==> config.mk <==
export PLATFORM = sky130hd
export DESIGN_NAME = priority_irq_ctrl
export DESIGN_NICKNAME = d
export VERILOG_FILES = /design/src/rtl/priority_irq_ctrl.sv
export SDC_FILE = /design/constraint.sdc
export NUM_CORES = 1
export LEC_CHECK = 0
export ABC_AREA = 1
export ABC_CLOCK_PERIOD_IN_PS = 1000
export CELL_PAD_IN_SITES_DETAIL_PLACEMENT = 1
export CELL_PAD_IN_SITES_GLOBAL_PLACEMENT = 1
export CORE_ASPECT_RATIO = 1.2
export CORE_MARGIN = 2
export CORE_UTILIZATION = 31
export DETAILED_ROUTE_END_ITERATION = 10
export GPL_ROUTABILITY_DRIVEN = 0
export PLACE_DENSITY_LB_ADDON = 0.12
export SLEW_MARGIN = 20
export SYNTH_ARGS = -nofsm -noshare
export SYNTH_HDL_FRONTEND = slang
export SYNTH_SLANG_ARGS = --single-unit
==> constraint.sdc <==
create_clock -name clk -period 1 [get_ports clk]
set_input_delay 0.2 -clock clk [delete_from_list [all_inputs] [get_ports clk]]
set_output_delay 0.2 -clock clk [all_outputs]
set_load 0.02 [all_outputs]
==> src/rtl/priority_irq_ctrl.sv <==
// priority_irq_ctrl: edge-captured sticky pending requests presented highest-index-first over valid/ack.
// Optional PRIORITY_IRQ_MASK_EN adds a per-line selection mask (1 = disabled).
module priority_irq_ctrl #(
    parameter int N = 8,
    localparam int W = $clog2(N)
) (
    input  logic         clk,
    input  logic         rst,
    input  logic [N-1:0] req,
    input  logic         ack,
`ifdef PRIORITY_IRQ_MASK_EN
    input  logic [N-1:0] mask,
`endif
    output logic [W-1:0] irq_id,
    output logic         irq_valid,
    output logic [N-1:0] pending,
    output logic         overrun
);
    typedef enum logic {IDLE, PRESENT} state_t;
    state_t state;
    logic [N-1:0] req_q, rise, clr, sel;
    logic [W-1:0] enc;
    assign rise = req & ~req_q;
    assign clr = (state == PRESENT && ack) ? N'(1) << irq_id : '0;
`ifdef PRIORITY_IRQ_MASK_EN
    assign sel = pending & ~mask;
`else
    assign sel = pending;
`endif
    // ascending scan, so the highest set index is what remains
    always_comb begin
        enc = '0;
        for (int i = 0; i < N; i++)
            if (sel[i]) enc = W'(i);
    end
    always_ff @(posedge clk or posedge rst) begin
        if (rst) begin
            state     <= IDLE;
            req_q     <= '0;
            pending   <= '0;
            irq_id    <= '0;
            irq_valid <= 1'b0;
            overrun   <= 1'b0;
        end else begin
            req_q   <= req;
            pending <= (pending & ~clr) | rise;
            overrun <= |(rise & pending & ~clr);
            if (state == IDLE) begin
                if (|sel) begin
                    irq_id    <= enc;
                    irq_valid <= 1'b1;
                    state     <= PRESENT;
                end
            end else if (ack) begin
                irq_valid <= 1'b0;
                state     <= IDLE;
            end
        end
    end
endmodule

==> results of run 1 <==
-- worst paths after layout --
path | slack, ps | cells after the start | endpoint
max in group asynchronous | 660 | 3 | pending[4]
hold / removal | 180 | 3 | req_q[2]
hold reg to reg | 460 | 1 | pending[2]
setup / recovery | -260 | 7 | overrun
min in group clk | 330 | 1 | req_q[5]
setup reg to reg | -260 | 7 | overrun
-- layer usage --
| metal | up-vias | part of all wire | wire, um |
|---|---|---|---|
| met1 | 514 | 0.37 | 1120 |
| li1 | 493 | - | - |
| met2 | 21 | 0.59 | 1790 |
| met4 | 0 | 0.020 | 60 |
| met5 | - | 0 | 0 |
| met3 | 7 | 0.026 | 81 |
-- synth_stat cells --
master,count
nand2_1,47
dfrtp_1,22
inv_1,20
nor2_1,9
nor3_1,5
o21ai_0,5
nand2_2,4
inv_2,3
nand3_1,3
o21ai_1,3
nor2_2,1
nor2_4,1
o211ai_1,1
o21ai_2,1
-- flip-flops by register name, summed over array words and instances, names as in the netlist --
name	count
req_q	8
state	1
irq_id	3
pending	8
irq_valid	1
overrun	1
-- layout by cell type (no fill, tap or decap) --
master / instances
buf_12: 1
buf_2: 1
buf_4: 18
buf_6: 25
clkbuf_1: 1
clkbuf_4: 3
clkdlybuf4s50_1: 10
dfrtp_1: 13
dfrtp_2: 9
inv_1: 15
inv_2: 4
inv_4: 4
nand2_1: 27
nand2_2: 20
nand2_4: 4
nand3_1: 1
nand3_2: 2
nor2_1: 4
nor2_2: 1
nor2_4: 6
nor3_1: 5
o211ai_1: 1
o21ai_1: 6
o21ai_2: 2
o21ai_4: 1
-- power breakdown --
group | total, mW | internal [mW] | switching [mW]
clock network | 0.448 | 0.156 | 0.291
registers | 1.43 | 1.17 | 0.261
logic | 3.05 | 1.52 | 1.54
-- critical path: cells and delay by family (launching register included) --
family	cells	cell delay, ps
buffers and inverters	1	130
flip-flops	1	430
AND/OR/NAND/NOR	6	610
-- layout make-up --
class	instances	area share
Inverter	23	0.0550
Tap cell	36	0.0257
Timing Repair Buffer	55	0.309
Sequential cell	22	0.320
Clock buffer	4	0.0150
Multi-Input combinational cell	80	0.275
-- stage by stage --
stage / setup WS, ps / hold WS (ps) / cells / cell area [um2]
global route: -355 / 227 / 220 / 1750
floorplan: -90.3 / 189 / 125 / 1010
CTS: -196 / 195 / 211 / 1580
finish: -260 / 178 / 220 / 1750
global placement: -482 / 445 / 203 / 1450
detailed placement: -511 / 451 / 203 / 1450
-- kinds of logic (layout without fill, tap and decap cells) --
group	count (synthesis)	count (layout)	share of synthesized area
buffers and inverters	23	82	0.0876
DFF	22	22	0.558
AOI/OAI and AO/OA	10	10	0.0571
and+or+nand+nor	70	70	0.297
-- what timing repair did --
| action | CTS | global route |
|---|---|---|
| pin swaps | 14 | 24 |
| setup buffers | 4 | 9 |
| setup endpoints to repair | 27 | 27 |
| hold buffers | 0 | 0 |
| gates resized for setup | 99 | 35 |
==> impl_metrics.py, run 1 <==
metrics = {
    "synthesis": {
        "synthTopCellsByArea": "dfrtp_1 (56%), nand2_1 (18%), inv_1 (7.6%)",
        "syn-instance-count": 125,
        "syn-num-nets": 136,
        "netlist_area_um2": 986,
        "ys_seq_area_frac": 0.558,
        "yosysWarnings": 0,
        "synth_top_area_share": 0.558,
        "syn_area_per_cell_um2": 7.89,
        "synth.largest_area_cell": "dfrtp_1",
        "synth.distinct_cells": 14,
        "ys_seq_elements": 22,
    },
    "sta": {
        "worst_slack_ps": -260,
        "finalHoldViolations": 0,
        "fin_worst_skew_ps": 2.16,
        "final_max_slew_viol_count": 0,
        "finalCritPeriodShare": 1.26,
        "worst_pin_slew_ps": 226,
        "setup_viol": 27,
        "fin_setup_tns_ps": -3070,
        "fin_crit_ps": 1260,
        "fmax_mhz": 793,
        "rsz0062_at_grt": "yes",
        "slew-limit-headroom": 0.848,
    },
    "placement": {
        "dp_hpwl_um": 2040,
        "port_buffers": 23,
    },
    "floorplanning": {
        "io_pins": 24,
        "die_w_um": 55.5,
        "die_h_um": 65.8,
        "dieArea_um2": 3650,
        "rows": 22,
        "initial_core_util": 0.323,
        "core-area_um2": 3060,
    },
    "routing": {
        "vias_per_cell": 4.70,
        "ant_nets": 0,
        "wirelength_um": 3060,
        "first_pass_iters": 4,
        "drc": 0,
        "drt_iter0_markers": 9,
        "vias": 1035,
        "wl_per_cell_um": 13.9,
    },
    "cells_and_area": {
        "nFillCells": 362,
        "multi_input_area_um2": 482,
        "diodes": 0,
        "drive_gt1_frac": 0.549,
        "final_nets": 196,
        "area_growth_pct": 77.8,
        "seq_area_um2": 562,
        "final_util": 0.574,
    },
    "run": {
        "max-cap-violations": 0,
    },
    "outcome": {
        "status": "finished with violations",
        "violations": "negative setup slack",
    },
    "global_routing": {
        "grt_pass1_wl_um": 4950,
        "track_usage": 0.176,
        "grt_util_met2": 0.363,
        "grt_use_met1": 0.171,
        "grt_pass1_vias": 1150,
        "overflow": 0,
        "antenna_found_initial": 0,
        "grt_max_degree": 23,
        "busiest_layer": "met2",
        "gr-usage-met3": 0.0196,
    },
    "worst_setup_path": {
        "reg2reg_from": "irq_id[2]",
        "worstSetupStartpointType": "flip-flop",
        "crit_arrival_ps": 1480,
        "crit_path_top_delay_cell": "dfrtp_2",
        "endpoint_kind": "flip-flop",
        "path_class": "reg -> reg",
        "path_cells": "buf_6 > nor2_4 > nand2_2 > nand2_1 > nand2_1 > nor2_2 > nand2_1",
        "cp_max_fo": 4,
        "slowest_delay_ps": 430,
        "cp_data_required_time_ps": 1220,
        "crit_start": "irq_id[2]",
        "crit_top_cell": "nand2_1",
    },
    "hold_path": {
        "hp-class": "in -> async",
    },
    "cts": {
        "root_buffer": "clkbuf_4",
        "cts.clk_slew.worst_paths_ps": 130,
        "cts_sinks": 22,
        "cts_tree": "done",
        "cts_buffers": 3,
        "clk_latency_ps": 320,
        "ctsLongestPathBuffers": 2,
        "cts.htree.levels": 1,
    },
    "power": {
        "p_leak_nw": 0.885,
        "powerDensity_nw_per_um2": 2810,
        "ir_drop_v": 0.00160,
        "p_total_mw": 4.93,
    },
}
Power figures use the tool's default switching activity.
==> run 2: changes to the inputs <==
Settings changed: CORE_ASPECT_RATIO 1.2 to 1.5, CTS_CLUSTER_SIZE set to 20, PLACE_DENSITY_LB_ADDON 0.12 to 0.3.
==> impl_metrics.py, run 2 (synthesis gave the netlist of run 1 again) <==
metrics = {
    "sta": {
        "fmax_mhz": 790,
        "final_max_slew_viol_count": 0,
        "rsz0062_at_grt": "yes",
        "finalHoldViolations": 0,
        "fin_setup_tns_ps": -2940,
        "worst_slack_ps": -266,
        "fin_crit_ps": 1270,
        "fin_worst_skew_ps": 3.08,
        "slew-limit-headroom": 0.851,
        "finalCritPeriodShare": 1.27,
        "setup_viol": 26,
        "holdWs_ps": 235,
        "worst_pin_slew_ps": 221,
    },
    "worst_setup_path": {
        "crit_path_top_delay_cell": "dfrtp_2",
        "crit_top_cell": "nand2_1",
        "crit_arrival_ps": 1430,
        "cp_max_fo": 4,
        "crit_start": "irq_id[1]",
        "path_delay_family": "simple AND/OR/NAND/NOR gates",
        "crit_buf_inv": 2,
        "endpoint_kind": "flip-flop",
        "cp_data_required_time_ps": 1170,
        "path_class": "reg -> reg",
        "reg2reg_from": "irq_id[1]",
        "worstSetupStartpointType": "flip-flop",
        "slowest_delay_ps": 410,
        "path_cells": "buf_4 > nor2_2 > nand2_1 > buf_4 > nand2_1 > nand2_1",
    },
    "hold_path": {
        "hp-class": "in -> async",
    },
    "placement": {
        "port_buffers": 23,
        "dp_hpwl_um": 2200,
        "dp_cells": 208,
    },
    "floorplanning": {
        "rows": 25,
        "initial_core_util": 0.318,
        "die_w_um": 50.0,
        "dieArea_um2": 3660,
        "die_h_um": 73.1,
        "io_pins": 24,
        "core-area_um2": 3100,
    },
    "global_routing": {
        "overflow": 0,
        "track_usage": 0.181,
        "grt_pass1_vias": 1101,
        "antenna_found_initial": 0,
        "grt_max_degree": 23,
        "grt_pass1_wl_um": 4870,
    },
    "routing": {
        "wl_per_cell_um": 16.0,
        "drc": 0,
        "wirelength_um": 3650,
        "drt_iter0_markers": 21,
        "first_pass_iters": 4,
        "vias_per_cell": 4.65,
        "vias": 1061,
        "ant_nets": 0,
    },
    "cts": {
        "cts.htree.levels": 1,
        "cts.clk_slew.worst_paths_ps": 80,
        "root_buffer": "clkbuf_8",
        "ctsLongestPathBuffers": 2,
        "clk_latency_ps": 280,
        "cts_sinks": 22,
        "cts_tree": "done",
        "cts_buffers": 3,
    },
    "power": {
        "powerDensity_nw_per_um2": 2890,
        "p_int_mw": 3.07,
        "combinationalPowerShare": 0.618,
        "p_sw_frac": 0.418,
        "p_leak_nw": 0.912,
        "pwr-share-seq": 0.268,
        "p_switching_mw": 2.21,
        "power_frac_clock": 0.114,
        "ir_drop_v": 0.00146,
    },
    "cells_and_area": {
        "final_cell_mix": "nand2_1 (32), buf_6 (30), buf_4 (17), nand2_2 (14)",
        "final_cells": 228,
        "final_nets": 200,
        "area_growth_pct": 85.2,
        "diodes": 0,
        "drive_gt1_frac": 0.559,
        "nFillCells": 349,
        "reg.largest.list": "pending: 8 flops, req_q: 8 flops, irq_id: 3 flops",
        "final_util": 0.589,
        "final_common_cell": "nand2_1",
    },
    "outcome": {
        "status": "finished with violations",
        "violations": "negative setup slack",
    },
    "run": {
        "max-cap-violations": 0,
    },
}
[run 2: worst register-to-register path: stages, from the launching register on]
cell	delay (ps)
dfrtp_2	410
buf_4	150
nor2_2	150
nand2_1	110
buf_4	150
nand2_1	100
nand2_1	80
[run 2: timing repair]
item	CTS	global route
hold buffers	0	0
setup buffers	4	13
pin swaps	9	17
endpoints found under the setup margin	27	27
gates resized for setup	91	48
[run 2: final timing paths]
check | endpoint | cells past startpoint | slack [ps]
worst min register to register | pending[2] | 1 | 470
min in group clk | req_q[0] | 1 | 380
worst max-delay path | pending[1] | 6 | -270
max in group asynchronous | pending[2] | 3 | 600
worst min-delay path | req_q[3] | 3 | 240
worst max register to register | pending[1] | 6 | -270
[run 2: stage by stage]
step / cell area (um2) / total power, mW / setup WS [ps]
6_report: 1830 / 5.28 / -266
5_1_grt: 1830 / 5.57 / -320
4_1_cts: 1590 / 4.40 / -203
3_5_place_dp: 1460 / 3.56 / -572
3_3_place_gp: 1460 / 3.47 / -505
2_1_floorplan: 1010 / 2.40 / -90.3
[run 2: cell type report]
class	count	area, um2	share of cell area
Clock buffer	4	45.0	0.0247
Sequential cell	22	562	0.308
Tap cell	40	50.0	0.0274
Multi-Input combinational cell	80	480	0.263
Timing Repair Buffer	59	589	0.323
Inverter	23	98.8	0.0541
[run 2: power by group through the flow]
stage | registers, mW | logic [mW] | clock network [mW]
CTS | 1.38 | 2.42 | 0.588
detailed placement | 1.36 | 2.21 | 0
finish | 1.42 | 3.26 | 0.604
global placement | 1.34 | 2.12 | 0
floorplan | 1.66 | 0.738 | 0
global route | 1.44 | 3.50 | 0.630
[run 2: layer usage]
metal / vias to the layer above / wire (um) / global-route usage / share of wire
met2: 24 / 2080 / 0.349 / 0.57
met3: 9 / 77 / 0.0184 / 0.021
met1: 523 / 1350 / 0.184 / 0.37
met5: - / 0 / 0 / 0
li1: 505 / - / - / -
met4: 0 / 139 / 0.102 / 0.038
==> run 3: changes to the inputs <==
Settings changed: CAP_MARGIN set to 25.
==> results of run 3 <==
Same layout as run 2: the final DEF is identical, and so are final timing and power.
